===== src/rtl/hdmi_i2c_target_if.sv =====
// Bus pins and byte-wide register port of the HDMI I2C target.
interface hdmi_i2c_target_if;
  logic       I2C_SCL;
  logic       I2C_SDA_IN;
  logic       I2C_SDA_OE;
  logic [7:0] reg_addr;
  logic [7:0] reg_wdata;
  logic       reg_we;
  logic [7:0] reg_rdata;
  logic       busy;

  modport slave  (input  I2C_SCL, I2C_SDA_IN, reg_rdata,
                  output I2C_SDA_OE, reg_addr, reg_wdata, reg_we, busy);
  modport master (output I2C_SCL, I2C_SDA_IN, reg_rdata,
                  input  I2C_SDA_OE, reg_addr, reg_wdata, reg_we, busy);
endinterface


===== src/rtl/hdmi_i2c_target.sv =====
// Oversampling I2C register target: [addr+W][sub][data..] writes, [addr+W][sub] Sr [addr+R][data..] reads.
module hdmi_i2c_filt #(
  parameter int FILTER = 3
) (
  input  logic iCLK,
  input  logic iRST_N,
  input  logic din,
  output logic dout
);
  localparam int CW = $clog2(FILTER + 1);
  logic [1:0]    sync_pipe;
  logic [CW-1:0] cnt;

  // level is accepted only after FILTER consecutive cycles differing from the current output
  always_ff @(posedge iCLK or negedge iRST_N)
    if (!iRST_N) begin
      sync_pipe <= 2'b11;
      cnt       <= '0;
      dout      <= 1'b1;
    end else begin
      sync_pipe <= {sync_pipe[0], din};
      if (sync_pipe[1] == dout)                cnt <= '0;
      else if (cnt == CW'(FILTER - 1)) begin dout <= sync_pipe[1]; cnt <= '0; end
      else                                     cnt <= cnt + 1'b1;
    end
endmodule

module hdmi_i2c_target #(
  parameter logic [6:0] I2C_ADDR = 7'h39,
  parameter int         FILTER   = 3
) (
  input logic               iCLK,
  input logic               iRST_N,
  hdmi_i2c_target_if.slave  bus
);
  typedef enum logic [3:0] {
    IDLE, ADDR, ADDR_ACK, SUB, SUB_ACK, WDATA, WDATA_ACK, RDATA, RDATA_ACK, WAIT
  } st_t;

  st_t        st, st_n;
  logic [1:0] pin_raw, pin_f, pin_q;
  logic       scl_f, sda_f, scl_q, sda_q;
  logic       scl_rise, scl_fall, start, stop;
  logic [2:0] bcnt, bcnt_n;
  logic [6:0] sh, sh_n;
  logic [7:0] tx, tx_n, addr, addr_n, wdata, wdata_n, byte_in;
  logic       oe, oe_n, rw, rw_n, we, we_n, busy_r, busy_n;

  assign pin_raw = {bus.I2C_SCL, bus.I2C_SDA_IN};

  hdmi_i2c_filt #(.FILTER(FILTER)) u_filt [1:0] (
    .iCLK   (iCLK),
    .iRST_N (iRST_N),
    .din    (pin_raw),
    .dout   (pin_f)
  );

  assign scl_f    = pin_f[1];
  assign sda_f    = pin_f[0];
  assign scl_q    = pin_q[1];
  assign sda_q    = pin_q[0];
  assign scl_rise =  scl_f & ~scl_q;
  assign scl_fall = ~scl_f &  scl_q;
  assign start    =  scl_f &  scl_q &  sda_q & ~sda_f;
  assign stop     =  scl_f &  scl_q & ~sda_q &  sda_f;
  assign byte_in  = {sh, sda_f};

  assign bus.I2C_SDA_OE = oe;
  assign bus.reg_addr   = addr;
  assign bus.reg_wdata  = wdata;
  assign bus.reg_we     = we;
  assign bus.busy       = busy_r;

  always_ff @(posedge iCLK or negedge iRST_N)
    if (!iRST_N) begin
      st     <= IDLE;
      pin_q  <= 2'b11;
      bcnt   <= '0;
      sh     <= '0;
      tx     <= '0;
      addr   <= '0;
      wdata  <= '0;
      oe     <= 1'b0;
      rw     <= 1'b0;
      we     <= 1'b0;
      busy_r <= 1'b0;
    end else begin
      st     <= st_n;
      pin_q  <= pin_f;
      bcnt   <= bcnt_n;
      sh     <= sh_n;
      tx     <= tx_n;
      addr   <= addr_n;
      wdata  <= wdata_n;
      oe     <= oe_n;
      rw     <= rw_n;
      we     <= we_n;
      busy_r <= busy_n;
    end

  always_comb begin
    st_n    = st;
    bcnt_n  = bcnt;
    sh_n    = sh;
    tx_n    = tx;
    addr_n  = addr;
    wdata_n = wdata;
    oe_n    = oe;
    rw_n    = rw;
    we_n    = 1'b0;
    busy_n  = busy_r;
    if (we) addr_n = addr + 8'd1;
    if (start) begin
      st_n   = ADDR;
      bcnt_n = '0;
      oe_n   = 1'b0;
      busy_n = 1'b1;
    end else if (stop) begin
      st_n   = IDLE;
      oe_n   = 1'b0;
      busy_n = 1'b0;
    end else begin
      case (st)
        ADDR, SUB, WDATA:
          if (scl_rise) begin
            sh_n   = byte_in[6:0];
            bcnt_n = bcnt + 3'd1;
            if (bcnt == 3'd7)
              case (st)
                ADDR:
                  if (byte_in[7:1] == I2C_ADDR) begin st_n = ADDR_ACK; rw_n = byte_in[0]; end
                  else st_n = WAIT;
                SUB:     begin st_n = SUB_ACK; addr_n = byte_in; end
                default: begin st_n = WDATA_ACK; wdata_n = byte_in; we_n = 1'b1; end
              endcase
          end
        // first scl_fall pulls SDA for the ACK, second one ends the slot
        ADDR_ACK, SUB_ACK, WDATA_ACK:
          if (scl_fall) begin
            oe_n   = ~oe;
            bcnt_n = '0;
            if (oe) begin
              if (st == ADDR_ACK && rw) begin
                st_n = RDATA;
                tx_n = {bus.reg_rdata[6:0], 1'b0};
                oe_n = ~bus.reg_rdata[7];
              end else if (st == ADDR_ACK) st_n = SUB;
              else                         st_n = WDATA;
            end
          end
        RDATA:
          if (scl_rise) begin
            bcnt_n = bcnt + 3'd1;
            if (bcnt == 3'd7) st_n = RDATA_ACK;
          end else if (scl_fall) begin
            oe_n = ~tx[7];
            tx_n = {tx[6:0], 1'b0};
          end
        // bcnt sequences release -> master ACK sample -> next byte load
        RDATA_ACK:
          case (bcnt)
            3'd0: if (scl_fall) begin oe_n = 1'b0; addr_n = addr + 8'd1; bcnt_n = 3'd1; end
            3'd1: if (scl_rise) begin
                    if (sda_f) st_n = WAIT;
                    else       bcnt_n = 3'd2;
                  end
            default:
              if (scl_fall) begin
                st_n   = RDATA;
                bcnt_n = '0;
                tx_n   = {bus.reg_rdata[6:0], 1'b0};
                oe_n   = ~bus.reg_rdata[7];
              end
          endcase
        default: ;
      endcase
    end
  end
endmodule


===== src/flat_wrapper.sv =====
// flat-port wrapper written by rule: the top's interface ports become plain ports
module hdmi_i2c_target_flat 
#(
  parameter logic [6:0] I2C_ADDR = 7'h39,
  parameter int         FILTER   = 3
)
  (iCLK, iRST_N, bus_I2C_SCL, bus_I2C_SDA_IN, bus_reg_rdata, bus_I2C_SDA_OE, bus_reg_addr, bus_reg_wdata, bus_reg_we, bus_busy);
  hdmi_i2c_target_if bus_i ();
  input logic iCLK;
  input logic iRST_N;
  input wire logic [$bits(bus_i.I2C_SCL)-1:0] bus_I2C_SCL;
  input wire logic [$bits(bus_i.I2C_SDA_IN)-1:0] bus_I2C_SDA_IN;
  input wire logic [$bits(bus_i.reg_rdata)-1:0] bus_reg_rdata;
  output wire logic [$bits(bus_i.I2C_SDA_OE)-1:0] bus_I2C_SDA_OE;
  output wire logic [$bits(bus_i.reg_addr)-1:0] bus_reg_addr;
  output wire logic [$bits(bus_i.reg_wdata)-1:0] bus_reg_wdata;
  output wire logic [$bits(bus_i.reg_we)-1:0] bus_reg_we;
  output wire logic [$bits(bus_i.busy)-1:0] bus_busy;
  assign bus_i.I2C_SCL = bus_I2C_SCL;
  assign bus_i.I2C_SDA_IN = bus_I2C_SDA_IN;
  assign bus_i.reg_rdata = bus_reg_rdata;
  assign bus_I2C_SDA_OE = bus_i.I2C_SDA_OE;
  assign bus_reg_addr = bus_i.reg_addr;
  assign bus_reg_wdata = bus_i.reg_wdata;
  assign bus_reg_we = bus_i.reg_we;
  assign bus_busy = bus_i.busy;
  hdmi_i2c_target #(.I2C_ADDR(I2C_ADDR), .FILTER(FILTER)) u_core (.iCLK(iCLK), .iRST_N(iRST_N), .bus(bus_i));
endmodule

===== config.mk =====
export PLATFORM = sky130hd
export DESIGN_NAME = hdmi_i2c_target_flat
export DESIGN_NICKNAME = d
export VERILOG_FILES = /design/src/rtl/hdmi_i2c_target_if.sv /design/src/rtl/hdmi_i2c_target.sv /design/src/flat_wrapper.sv
export SDC_FILE = /design/constraint.sdc
export NUM_CORES = 1
export LEC_CHECK = 0
export ABC_AREA = 1
export CORE_ASPECT_RATIO = 1.75
export CORE_MARGIN = 3
export CORE_UTILIZATION = 40
export DETAILED_ROUTE_END_ITERATION = 12
export HOLD_SLACK_MARGIN = 0.12
export PLACE_DENSITY = 0.67
export SYNTH_ARGS = -nofsm -noshare
export SYNTH_HDL_FRONTEND = slang
export SYNTH_SLANG_ARGS = --single-unit

===== constraint.sdc =====
create_clock -name iCLK -period 3.8 [get_ports iCLK]
set_input_delay 1.14 -clock iCLK [delete_from_list [all_inputs] [get_ports iCLK]]
set_output_delay 1.14 -clock iCLK [all_outputs]
set_load 0.02 [all_outputs]

==> impl_metrics.csv <==
group,metric,value,unit
outcome,outcome,"complete, no violations",
yosys,yosysWarnings,0,
clocking,root_buffer,"clkbuf_16",
timing,finalHoldViolations,0,
routing,drtPass1Iterations,4,
job,maxCapViolations,0,
timing,period_share,74.5,%
floorplanning,initial_core_util,41.8,%
setup_path,cp-end-kind,"primary output",
timing,finalCriticalPeriod,2.83,ns
routing,avgViaCountPerCell,5.15,
clocking,h-tree-depth,2,
timing,relSlewSlack,63.2,%
global_route,antenna_found_initial,0,
clocking,cts-buffers-inserted,5,
yosys,avgSynthCellArea,7.24,um2
global_route,grt_first_pass_wirelength,13000,um
routing,initialDrtViolationCount,153,
clocking,clockBufferDepth,2,
pwr,p_per_area,765,nW/um2
floorplanning,rows,42,
floorplanning,dieArea,9220,um2
setup_path,critPathRequiredTime,2.66,ns
final_layout,nFillCells,784,
setup_path,worstReg2RegStart,"u_core.st[3]$_DFFE_PN0P_",
worst_hold_path,worstHoldPathType,"flop to flop",
clocking,insertion_delay,0.30,ns
global_route,track_usage,17.6,%
yosys,synth_top_area_share,34.9,%
yosys,seq_area_frac_synth,41.4,%
final_layout,nNetsFinal,493,
final_layout,regArea,1340,um2
setup_path,r2r-end,"u_core.tx[3]$_DFFE_PN0P_",
pwr,finalPower,2.87,mW
yosys,synth_area,3230,um2
final_layout,syn2layout_area_growth,16.4,%
setup_path,critPathLaunchType,"flop",
yosys,yosys_register_bits,53,
pwr,leakage,1.91,nW
final_layout,multi_input_area,1630,um2
placed_design,portBuffers,30,
routing,drc_errors,0,
setup_path,cp_slowest_cell,"clkdlybuf4s50_1",
timing,finalSetupTns,0,ns
global_route,grt_max_degree,37,
floorplanning,core-area,7720,um2
clocking,postCtsSetupBuffers,0,
setup_path,crit_cells,1,
routing,dr_total_vias,2912,
yosys,syn_inst,446,
setup_path,critical-path-top-delay-family,"buffers and inverters",
placed_design,dp_hpwl,5680,um
setup_path,critPathKind,"flop to primary output",
setup_path,critical_path_peak_fanout,17,
timing,fin_skew,0.00709,ns
timing,final-setup-viol-count,0,
setup_path,rrSetupSlack,1.58,ns
setup_path,cp-endpoint,"bus_reg_we",
placed_design,place_inst,557,
global_route,grt_pass1_vias,2852,
final_layout,drive_gt1_share,9.85,%
final_layout,diodes,0,
clocking,cts.sinks,53,
yosys,synth.distinct_cells,30,
pwr,ir_drop,0.347,mV
final_layout,stdcell_count,565,
global_route,grt.overflow.total,0,
floorplanning,die_h,125,um
timing,tightest_slew,0.550,ns
clocking,ctsResizeCount,0,
routing,drt-total-wl,7540,um
setup_path,critPathLaunch,"u_core.bus.reg_we$_DFF_PN0_",
yosys,synth_largest_area_cell,"dfrtp_1",
timing,rsz0062_at_grt,"false",
clocking,cts_tree,"done",
placed_design,gp_congestion,0.908,
floorplanning,io_pins,31,
worst_hold_path,hold_path_depth,0,
clocking,path_clk_slew,0.07,ns
floorplanning,fp.dieW,73.9,um
setup_path,slowest_delay,0.71,ns
setup_path,worstPathArrival,1.69,ns
yosys,synth_area_leaders,"dfrtp_1 35%, nand2_1 16%, dfstp_2 6.5%, nand3_1 6.2%, inv_1 5.8%",
routing,wl_per_cell,13.4,um
setup_path,crit_chain,"clkdlybuf4s50_1",
yosys,syn_nets,463,
clocking,cts_hold_buf,0,
setup_path,cp_num_buf_inv,1,
timing,maxSlewViolCount,0,
routing,ant_nets,0,
timing,fmax,353,MHz
setup_path,reg2regPathDepth,9,
worst min path at each step:
stage	startpoint	to	slack, ns
after floorplan	u_core.u_filt[0].sync_pipe[0]$_DFF_PN1_	u_core.u_filt[0].sync_pipe[1]$_DFF_PN1_	0.35
after global placement	u_core.u_filt[1].sync_pipe[0]$_DFF_PN1_	u_core.u_filt[1].sync_pipe[1]$_DFF_PN1_	0.35
after detailed placement	u_core.u_filt[0].sync_pipe[0]$_DFF_PN1_	u_core.u_filt[0].sync_pipe[1]$_DFF_PN1_	0.35
after CTS	u_core.u_filt[0].sync_pipe[0]$_DFF_PN1_	u_core.u_filt[0].sync_pipe[1]$_DFF_PN1_	0.36
after global routing	u_core.u_filt[0].sync_pipe[0]$_DFF_PN1_	u_core.u_filt[0].sync_pipe[1]$_DFF_PN1_	0.37
final	u_core.u_filt[0].sync_pipe[0]$_DFF_PN1_	u_core.u_filt[0].sync_pipe[1]$_DFF_PN1_	0.36
layer usage:
| metal | up-vias | part of all wire, % | GRT usage [%] |
|---|---|---|---|
| li1 | 1496 | - | - |
| met1 | 1344 | 40 | 19.5 |
| met2 | 58 | 54 | 32.2 |
| met3 | 14 | 2.9 | 2.50 |
| met4 | 0 | 2.8 | 6.83 |
| met5 | - | 0 | 0 |
logic make-up after synthesis:
kind of cell / synth area share [%]
AOI/OAI and AO/OA: 12.0
xor gates and xnor gates: 1.09
adders and majority gates: 1.94
buffers and inverters: 8.14
DFF: 41.4
muxes: 2.17
and+or+nand+nor: 33.2
cell usage after synthesis:
cell      number
nand2_1      140
inv_1         50
dfrtp_1       45
nand3_1       40
nor2_1        38
o21ai_0       37
a21oi_1       10
o211ai_1      10
dfstp_2        8
mux2i_1        7
o21ai_2        7
inv_2          6
nand2_2        6
nor2_2         6
ha_1           5
nand4_1        5
nor3_1         5
buf_2          3
xnor2_1        3
buf_6          2
clkbuf_1       2
nor2_4         2
o21ai_1        2
a31oi_1        1
buf_4          1
nand3_2        1
nand3b_1       1
nand4_2        1
nor2_8         1
xor2_1         1
cell usage in the layout (no fill, tap or decap), types with 2 or more instances in the layout:
cell,n
a21oi_1,10
nand2_1,140
inv_2,6
dfrtp_1,45
nand3_1,40
xnor2_1,3
clkdlybuf4s50_1,29
o21ai_2,7
nand2_2,6
o211ai_1,10
ha_1,5
nand4_1,5
mux2i_1,7
nor2_4,2
nor2_2,6
o21ai_1,2
dfstp_2,8
nor2_1,38
inv_1,50
clkbuf_16,5
o21ai_0,37
nor3_1,5
where the power goes:
group          internal, mW  total (mW)  switching (mW)  leakage (nW)
Sequential            0.758       0.928           0.170         0.678
Combinational         0.480        1.41           0.931          1.15
Clock                 0.314       0.532           0.218        0.0815
state kept, by name (all words and copies together) (netlist names), 3 cells and up:
signal and flops:
u_core.bus.reg_addr 8, u_core.sh 7, u_core.u_filt.cnt 4, u_core.st 4, u_core.u_filt.sync_pipe 4, u_core.bcnt 3
u_core.tx 7, u_core.bus.reg_wdata 8
stage by stage:
stage                     hold slack, ns  utilization, %  cell area (um2)  setup slack [ns]
final                              0.357            48.6             3750             0.968
after global routing               0.366            48.6             3750             0.918
after CTS                          0.359            48.6             3750             0.983
after detailed placement           0.349            46.4             3590              1.31
after global placement             0.346            46.4             3590              1.33
after floorplan                    0.345               -             3230              2.17
final cells by class:
type	instances	share of cell area (%)
Timing Repair Buffer	31	8.06
Inverter	56	5.60
Multi-Input combinational cell	329	43.4
Clock inverter	2	1.03
Clock buffer	6	3.43
Tap cell	88	2.93
Sequential cell	53	35.6
(Power assumes the default switching activity.)
